## src/rtl/adder_pkg.sv

```systemverilog
// Shared types and constants for the adders library.
// Holds the XOR half-adder sum function that the serial adder slices reuse.
package adder_pkg;

    localparam int unsigned ADDER_WIDTH_DEFAULT = 8;

    typedef enum logic [1:0] {
        IDLE  = 2'd0,
        SHIFT = 2'd1,
        DONE  = 2'd2
    } adder_state_t;

    // Half-adder sum: the library's basic XOR cell.
    function automatic logic xor2(input logic x, input logic y);
        return x ^ y;
    endfunction

endpackage

```

## src/rtl/serial_adder_fa_bit.sv

```systemverilog
// Combinational full-adder slice for the bit-serial adder.
// The sum is two cascaded XOR cells; the carry uses the propagate term.
module fa_bit
    import adder_pkg::*;
(
    input  logic a,
    input  logic b,
    input  logic ci,
    output logic s,
    output logic co
);

    logic p;

    always_comb begin
        p  = xor2(a, b);
        s  = xor2(p, ci);
        co = (a & b) | (ci & p);
    end

endmodule

```

## src/rtl/serial_adder.sv

```systemverilog
// Bit-serial ripple adder: one full-adder slice reused over WIDTH clocks, LSB first.
// Define SERIAL_ADDER_OVF_EN to add the registered signed-overflow output ovf.
module serial_adder
    import adder_pkg::*;
#(
    parameter int unsigned WIDTH = ADDER_WIDTH_DEFAULT
) (
    input  logic             clk,
    input  logic             rst,
    input  logic             start,
    input  logic [WIDTH-1:0] a,
    input  logic [WIDTH-1:0] b,
    input  logic             cin,
    output logic             busy,
    output logic             done,
    output logic [WIDTH-1:0] sum,
`ifdef SERIAL_ADDER_OVF_EN
    output logic             ovf,
`endif
    output logic             cout
);

    localparam int unsigned CW = $clog2(WIDTH + 1);

    adder_state_t     state;
    adder_state_t     state_nxt;
    logic [WIDTH-1:0] a_sr;
    logic [WIDTH-1:0] b_sr;
    logic [WIDTH-1:0] sum_r;
    logic             carry;
    logic [CW-1:0]    cnt;
    logic             cout_r;
    logic             last_step;
    logic             fa_s;
    logic             fa_co;
`ifdef SERIAL_ADDER_OVF_EN
    logic             ovf_r;
`endif

    fa_bit u_fa_bit (
        .a  (a_sr[0]),
        .b  (b_sr[0]),
        .ci (carry),
        .s  (fa_s),
        .co (fa_co)
    );

    always_ff @(posedge clk or posedge rst) begin
        if (rst) begin
            state <= IDLE;
        end else begin
            state <= state_nxt;
        end
    end

    always_comb begin
        state_nxt = state;
        busy      = 1'b0;
        done      = 1'b0;
        last_step = 1'b0;
        case (state)
            IDLE: begin
                if (start) begin
                    state_nxt = SHIFT;
                end
            end
            SHIFT: begin
                busy = 1'b1;
                if (cnt == CW'(WIDTH - 1)) begin
                    last_step = 1'b1;
                    state_nxt = DONE;
                end
            end
            DONE: begin
                done      = 1'b1;
                state_nxt = IDLE;
            end
            default: begin
                state_nxt = IDLE;
            end
        endcase
    end

    // Operands are captured only on an accepted start; later input changes are ignored.
    always_ff @(posedge clk or posedge rst) begin
        if (rst) begin
            a_sr   <= '0;
            b_sr   <= '0;
            sum_r  <= '0;
            carry  <= 1'b0;
            cnt    <= '0;
            cout_r <= 1'b0;
        end else begin
            case (state)
                IDLE: begin
                    if (start) begin
                        a_sr  <= a;
                        b_sr  <= b;
                        carry <= cin;
                        cnt   <= '0;
                    end
                end
                SHIFT: begin
                    a_sr  <= a_sr >> 1;
                    b_sr  <= b_sr >> 1;
                    sum_r <= {fa_s, sum_r[WIDTH-1:1]};
                    carry <= fa_co;
                    cnt   <= cnt + CW'(1);
                    if (last_step) begin
                        cout_r <= fa_co;
                    end
                end
                default: begin
                end
            endcase
        end
    end

`ifdef SERIAL_ADDER_OVF_EN
    // On the final step the carry FF holds the carry into the MSB.
    always_ff @(posedge clk or posedge rst) begin
        if (rst) begin
            ovf_r <= 1'b0;
        end else if (last_step) begin
            ovf_r <= carry ^ fa_co;
        end
    end

    assign ovf = ovf_r;
`endif

    assign sum  = sum_r;
    assign cout = cout_r;

endmodule

```

## config.mk

```make
export PLATFORM = sky130hd
export DESIGN_NAME = serial_adder
export DESIGN_NICKNAME = d
export VERILOG_FILES = /design/src/rtl/adder_pkg.sv /design/src/rtl/serial_adder_fa_bit.sv /design/src/rtl/serial_adder.sv
export SDC_FILE = /design/constraint.sdc
export NUM_CORES = 1
export LEC_CHECK = 0
export ABC_CLOCK_PERIOD_IN_PS = 2740
export CORE_UTILIZATION = 54
export CTS_CLUSTER_SIZE = 20
export DETAILED_ROUTE_END_ITERATION = 10
export GPL_ROUTABILITY_DRIVEN = 1
export PLACE_DENSITY = 0.91
export SYNTH_ARGS = -nofsm -noshare
export SYNTH_HDL_FRONTEND = slang
export SYNTH_HIERARCHICAL = 1
export SYNTH_SLANG_ARGS = --single-unit
```

## constraint.sdc

```tcl
create_clock -name clk -period 2.74 [get_ports clk]
set_input_delay 0.548 -clock clk [delete_from_list [all_inputs] [get_ports clk]]
set_output_delay 0.548 -clock clk [all_outputs]
set_load 0.1 [all_outputs]
```

==> results of run 1 <==
## cell usage in the layout, fill, tap and decap left out, drive strengths merged
cell,Yosys,final
nand2,43,43
dfrtp,32,32
clkdlybuf4s50,0,19
a21oi,18,18
o21ai,18,18
and3b,15,15
buf,9,14
clkbuf,1,6
and2b,3,3
nor2,2,2
a22o,2,2
mux2,2,2
inv,2,2
nand2b,1,1
nor3,1,1
o21bai,1,1
nor2b,1,1
nand3,1,1
and2,1,1
a22oi,1,1
o31ai,1,1
ha,1,1
bufinv,0,1
clkinv,0,1
fa,1,1
## power groups by stage
stage	registers, uW	clock network, uW	logic [uW]
6_report	801	346	1250
5_1_grt	828	383	1340
4_1_cts	803	355	1250
3_5_place_dp	811	0	1260
3_3_place_gp	799	0	1200
2_1_floorplan	1150	0	678
## worst paths after layout
kind	from	to	slack [ns]
worst max-delay path	state[1]	busy	0.75
worst min-delay path	sum[0]	sum[0]	0.50
worst max register to register	state[0]	cnt[3]	1.27
worst min register to register	sum[0]	sum[0]	0.50
max in group asynchronous	rst	a_sr[4]	1.87
min in group asynchronous	rst	sum[7]	0.59
## state kept, by name, indices dropped and copies added (netlist names)
name,count
state,2
sum,8
cnt,4
a_sr,8
cout,1
carry,1
b_sr,8
## area by class of cell
cell class                 count  share of cell area (%)
clock buffer                   6                    2.19
clock inverter                 2                    1.85
inverter                       2                   0.397
multi-input combinational    113                    34.8
sequential                    32                    42.4
tap                           31                    2.05
timing repair buffer          33                    16.3
## metal layers
| metal | vias to the layer above | wire [um] | track usage [%] |
|---|---|---|---|
| met5 | - | 0 | 0 |
| li1 | 588 | - | - |
| met2 | 35 | 1470 | 36.5 |
| met1 | 566 | 1190 | 22.2 |
| met3 | 4 | 141 | 6.28 |
| met4 | 0 | 32 | 9.64 |
## worst max-delay path: cells and delay by family, from the launching register on
kind	cells	cell delay, ns
AND/OR/NAND/NOR	1	0.24
buffers and inverters	2	0.39
flip-flops	1	0.48
## logic make-up (layout without fill, tap and decap cells)
family	count (synthesis)	count (layout)	share of synthesized area, %
and+or+nand+nor	68	68	23.6
AOI/OAI and AO/OA	41	41	15.2
DFF	32	32	51.6
buffers and inverters	12	43	5.97
adders and majority gates	2	2	2.10
muxes	2	2	1.45
## per-stage QoR
stage,area [um2],utilization (%),cells
finish,1890,69.1,219
global route,1890,69.1,219
CTS,1890,69.1,219
detailed placement,1810,66.3,211
global placement,1810,66.3,211
floorplan,1550,-,157
==> impl_metrics.toml, run 1 <==
[run_status]
status = "completed"

[critical_path]
path_cells = "nand2b_4 > inv_2 > buf_12"
crit_arrival_ns = 1.45
cp_max_fo = 12
path_class = "reg2out"
worst_setup_path_end_kind = "output port"
crit_slowest_cell = "dfrtp_1"
cp_slowest_stage_delay_ns = 0.48
cp.required_ns = 2.19
reg2regPathDepth = 4
cp-start-kind = "flop"

[place]
dp_hpwl_mm = 2.01
port_buffers = 30
dp_slack_ns = 0.611
globalplace.congestion = 0.789

[timing]
setup_viol = 0
worst_clock_skew_ns = 0.00751
fin_crit_sh_pct = 72.8
layout_setup_ws_ns = 0.745
tightest_slew_ns = 0.561
max-slew-margin-rel_pct = 62.5
fin_crit_ns = 1.99
grt_setup_unrepaired = "false"
hold_ws_ns = 0.497
tns_ns = 0
hold_violations = 0
fmax_ghz = 0.501
report.final.slew_viol_count = 0

[drt]
antenna_left = 0
dr.pass1.iters = 4
drt_wl_total_mm = 2.84
wl_per_cell_um = 12.9
vias = 1193
drt_iter0_drc = 42
post_drt_via_cell_ratio = 5.45
drcViolationCount = 0

[synthesis]
syn_area_mm2 = 0.00155
synth_seq_cells = 32
synth_common_cells = "43 x nand2_1, 32 x dfrtp_1, 18 x a21oi_1, 15 x o21ai_1, 13 x and3b_1"
synth.most_common_cell = "nand2_1"
ys.flop_type = "dfrtp_1"
syn_avg_cell_area_um2 = 9.88
yosysSeqAreaShare_pct = 51.6
synth_cell_types = 27
yosys_warnings = 6
synth.top_cells.by_area = "dfrtp_1 52%, nand2_1 10%, and3b_1 7.3%"
synth_nets = 179
synth_top_area_cell = "dfrtp_1"
synth_top_area_share_pct = 51.6
synth_cells = 157
async_flop_share_pct = 100
synth_edf_count = 0

[power_and_ir_drop]
p_total_uw = 2390
p_sw_uw = 1150
switching_share_pct = 48.2
clockPowerShare_pct = 14.5
power.density_mw_per_mm2 = 1270
total_leakage_power_uw = 0.000950
seqPwrFrac_pct = 33.4
peakVddDrop_mv = 1.23
combPwrFrac_pct = 52.1
internal_power_uw = 1240

[grt]
grt_pass1_wl_mm = 4.86
grt_usage_pct = 20.5
antenna_found_initial = 0
grt_max_degree = 37
first_global_vias = 1180
overflow = 0

[die]
coreArea_mm2 = 0.00273
dieHeight_um = 55.6
start_util_pct = 56.8
die-area_mm2 = 0.00309
rows = 19
io_pins = 31
dieWidth_um = 55.6

[cts]
cts_tree = "yes"
cts_resized = 0
numCtsBuffers = 5
cts-root-buf = "clkbuf_4"
cts_hold_buf = 0
clock_latency_ns = 0.32
post_cts_buffers = 0
path_clk_slew_ns = 0.10
htree_levels = 2
clock_path_buffers = 2
cts_sinks = 32

[finish]
fillers = 221
layout.nets = 209
n_antenna_cell = 0
ff_latch_area_um2 = 801
multi_input_area_um2 = 658
syn_to_final_growth_pct = 21.8
drive_gt1_share_pct = 16.0

[run]
maxCapViolations = 0

[min_path]
worstHoldPathCells = 2
hold_class = "reg2reg"
(Power assumes the default switching activity.)
==> inputs of run 2 (changes only) <==
Settings changed: ABC_CLOCK_PERIOD_IN_PS 2740 to 2020, CORE_UTILIZATION 54 to 50, PLACE_DENSITY 0.91 to 0.86.
Clock period 2.74 ns to 2.02 ns, I/O delays scaled along.
==> impl_metrics.toml, run 2 (synthesis results as in run 1) <==
[drt]
post_drt_via_cell_ratio = 5.44
wl_met3_um = 143
drt_wl_total_mm = 2.98
wl_per_cell_um = 13.4
maxUsedRoutingLayer = "met4"
drt_iter0_drc = 69
dr.pass1.iters = 7
drcViolationCount = 3
antenna_left = 0
wl_met1_mm = 1.27
wl_met2_mm = 1.51
vias = 1207

[finish]
ff_latch_area_um2 = 802
final_common_cell = "nand2_1"
n_antenna_cell = 0
drive_gt1_share_pct = 18.8
fillers = 231
final_cell_mix = "43 x nand2_1, 31 x dfrtp_1, 19 x clkdlybuf4s50_1, 18 x a21oi_1"
layout.nets = 212
multi_input_area_um2 = 666
syn_to_final_growth_pct = 25.8

[timing]
fin_crit_sh_pct = 92.9
report.final.slew_viol_count = 0
layout_setup_ws_ns = 0.143
tightest_slew_ns = 0.501
tns_ns = 0
hold_violations = 0
worst_clock_skew_ns = 0.0118
grt_setup_unrepaired = "false"
setup_viol = 0
fin_crit_ns = 1.88
max-slew-margin-rel_pct = 66.5
hold_ws_ns = 0.434
fmax_ghz = 0.533

[power_and_ir_drop]
seqPwrFrac_pct = 33.3
clockPowerShare_pct = 16.3
internal_power_uw = 1780
total_leakage_power_uw = 0.000977
power.density_mw_per_mm2 = 1730
combPwrFrac_pct = 50.4
peakVddDrop_mv = 0.729
p_sw_uw = 1590
switching_share_pct = 47.3

[die]
coreArea_mm2 = 0.00285
start_util_pct = 54.4
rows = 19
die-area_mm2 = 0.00333
io_pins = 31
dieWidth_um = 57.7
dieHeight_um = 57.7

[cts]
cts_sinks = 32
cts_resized = 0
cts-root-buf = "clkbuf_4"
cts_tree = "yes"
htree_levels = 2
post_cts_buffers = 0
clock_path_buffers = 2
clock_latency_ns = 0.34
path_clk_slew_ns = 0.11
cts_hold_buf = 0
numCtsBuffers = 5

[place]
dp_hpwl_mm = 2.16
port_buffers = 30
globalplace.congestion = 0.760
dp_slack_ns = 0.269

[critical_path]
cp_max_fo = 12
worst_setup_path_end_kind = "output port"
path_class = "reg2out"
crit_arrival_ns = 1.47
cp.required_ns = 1.62
cp-start-kind = "flop"

[min_path]
hold_class = "in2async"

[grt]
antenna_found_initial = 0
grt_max_degree = 33
grt_pass1_wl_mm = 5.15
first_global_vias = 1156
overflow = 0
grt_usage_pct = 20.9

[run]
maxCapViolations = 0

[run_status]
violations = "design-rule violations"
status = "finished with violations"
==> run 2: cell count changes in the layout (fill, tap and decap cells not counted), sizes merged <==
cell / delta
clkbuf: +1
buf: +3
clkinv: -1
==> run 2: area by class of cell <==
type                    count  share of cell area (%)
inverters                   2                   0.385
well taps                  31                    1.99
clock inverters             1                    1.54
clock buffers               7                    3.33
multi-input cells         113                    34.1
flip-flops and latches     32                    41.1
repair buffers             36                    17.6
==> run 2: critical path, stage by stage, from the launching register on <==
cell	delay, ns
dfrtp_1	0.50
nand2b_4	0.25
inv_2	0.19
buf_12	0.20
==> run 2: worst paths after layout <==
kind / from / to / slack (ns) / cells past startpoint
setup / recovery: state[1] / busy / 0.14 / 3
hold / removal: rst / sum[6] / 0.43 / 3
setup reg to reg: state[1] / cout / 0.57 / 3
hold reg to reg: sum[0] / sum[0] / 0.50 / 2
max in group asynchronous: rst / state[0] / 1.26 / 3
min in group clk: sum[0] / sum[0] / 0.50 / 2
==> run 2: stage by stage <==
stage	total power [uW]	cells	util, %	instance area (um2)
final	3370	222	68.4	1950
after global routing	3580	222	68.4	1950
after CTS	3400	222	68.4	1950
after detailed placement	2840	214	65.0	1860
after global placement	2760	214	65.0	1860
after floorplan	2490	157	-	1560
==> run 2: layer usage <==
layer  vias up  GRT usage [%]
met4         0           8.50
met1       573           24.2
li1        599              -
met5         -              0
met3         4           6.70
met2        31           35.9
==> run 2: power groups by stage <==
stage	sequential, uW	clock (uW)	combinational (uW)
global placement	1110	0	1650
global route	1160	580	1840
detailed placement	1130	0	1710
finish	1120	550	1700
CTS	1120	557	1710
floorplan	1560	0	928
==> inputs of run 3 (changes only) <==
Settings changed: PLACE_DENSITY 0.86 to default, PLACE_DENSITY_LB_ADDON from default to 0.12.
==> impl_metrics.toml, run 3 (synthesis results as in run 1) <==
[power_and_ir_drop]
p_total_uw = 3190
peakVddDrop_mv = 1.15
total_leakage_power_uw = 0.000965
power.density_mw_per_mm2 = 1650

[place]
dp_hpwl_mm = 1.98
port_buffers = 30
detailed_place.area_mm2 = 0.00187
globalplace.congestion = 0.750
dp_slack_ns = 0.347

[timing]
tns_ns = 0
setup_viol = 0
fin_crit_ns = 1.87
hold_violations = 0
worst_clock_skew_ns = 0.00585
fin_crit_sh_pct = 92.8
report.final.slew_viol_count = 0
grt_setup_unrepaired = "false"
fmax_ghz = 0.534
tightest_slew_ns = 0.495
max-slew-margin-rel_pct = 66.9
layout_setup_ws_ns = 0.146

[drt]
antenna_left = 0
drt_wl_total_mm = 2.80
drt_iter0_drc = 44
dr.pass1.iters = 7
wl_per_cell_um = 12.6
drcViolationCount = 2
post_drt_via_cell_ratio = 5.29
vias = 1175

[min_path]
hold_class = "in2async"

[cts]
htree_levels = 2
cts_tree = "yes"
clock_latency_ns = 0.32
numCtsBuffers = 5
clock_path_buffers = 2
cts-root-buf = "clkbuf_4"
path_clk_slew_ns = 0.09
cts_sinks = 32
cts_hold_buf = 0
post_cts_buffers = 0
cts_resized = 0

[critical_path]
cpLargestDelayFamily = "flip-flops"
worst_setup_path_end_kind = "output port"
crit_arrival_ns = 1.47
cp_num_buf_inv = 2
reg2regPathDepth = 4
cp.required_ns = 1.62
path_cells = "nand2b_4 > inv_2 > buf_12"
cp_slowest_stage_delay_ns = 0.49
path_class = "reg2out"
crit_slowest_cell = "dfrtp_1"
cp_max_fo = 12
worstSetupPathDepth = 3
cp-start-kind = "flop"

[grt]
grt_max_degree = 34
grt_usage_pct = 19.4
antenna_found_initial = 0
first_global_vias = 1071
grt_pass1_wl_mm = 4.79
overflow = 0

[die]
coreArea_mm2 = 0.00285
rows = 19
die-area_mm2 = 0.00333
io_pins = 31
dieHeight_um = 57.7
start_util_pct = 54.4
dieWidth_um = 57.7

[finish]
final_cell_mix = "43 x nand2_1, 32 x dfrtp_1, 19 x clkdlybuf4s50_1, 18 x a21oi_1, 15 x o21ai_1"
fillers = 249
layout.nets = 212
drive_gt1_share_pct = 17.3
n_antenna_cell = 0
stdcell_area_mm2 = 0.00193
final_common_cell = "nand2_1"
syn_to_final_growth_pct = 24.2

[run_status]
violations = "design-rule violations"
status = "finished with violations"

[run]
maxCapViolations = 0
[run 3: changes by cell type in the layout (fill, tap and decap cells not counted), sizes merged]
cell / delta
bufinv: -1
clkbuf: +1
[run 3: worst min-delay path, stage by stage]
cell and delay, ns:
clkdlybuf4s50_1 0.39, inv_1 0.05, buf_4 0.35
[run 3: final cells by class]
type                    count  area (um2)  share of cell area (%)
inverters                   2        7.51                   0.390
flip-flops and latches     32         801                    41.6
clock buffers               8        58.8                    3.05
well taps                  31        38.8                    2.01
repair buffers             36         355                    18.4
multi-input cells         113         666                    34.5
[run 3: routing by layer]
metal	GRT usage (%)	part of all wire (%)	vias to the layer above
met5	0	0	-
met4	7.14	1.5	0
met3	7.37	4.8	6
met2	28.9	45	21
met1	26.1	49	544
li1	-	-	604
[run 3: through the flow]
step	std cells	utilization, %	hold WS, ns
2_1_floorplan	157	-	0.455
3_3_place_gp	214	65.5	0.460
3_5_place_dp	214	65.5	0.470
4_1_cts	222	67.5	0.468
5_1_grt	222	67.5	0.491
6_report	222	67.5	0.454
[run 3: where the power goes]
part	switching, uW	total [uW]	internal, uW	leakage, uW
combinational	1160	1720	565	0.000517
clock	199	371	172	0.0000326
sequential	197	1090	897	0.000416
[run 3: worst paths after layout]
| path | to | slack [ns] | startpoint |
|---|---|---|---|
| worst max-delay path | busy | 0.15 | state[1] |
| worst min-delay path | sum[6] | 0.45 | rst |
| worst max register to register | cnt[3] | 0.54 | state[0] |
| worst min register to register | sum[0] | 0.48 | sum[0] |
| max in group asynchronous | sum[5] | 1.27 | rst |
| min in group clk | sum[0] | 0.48 | sum[0] |
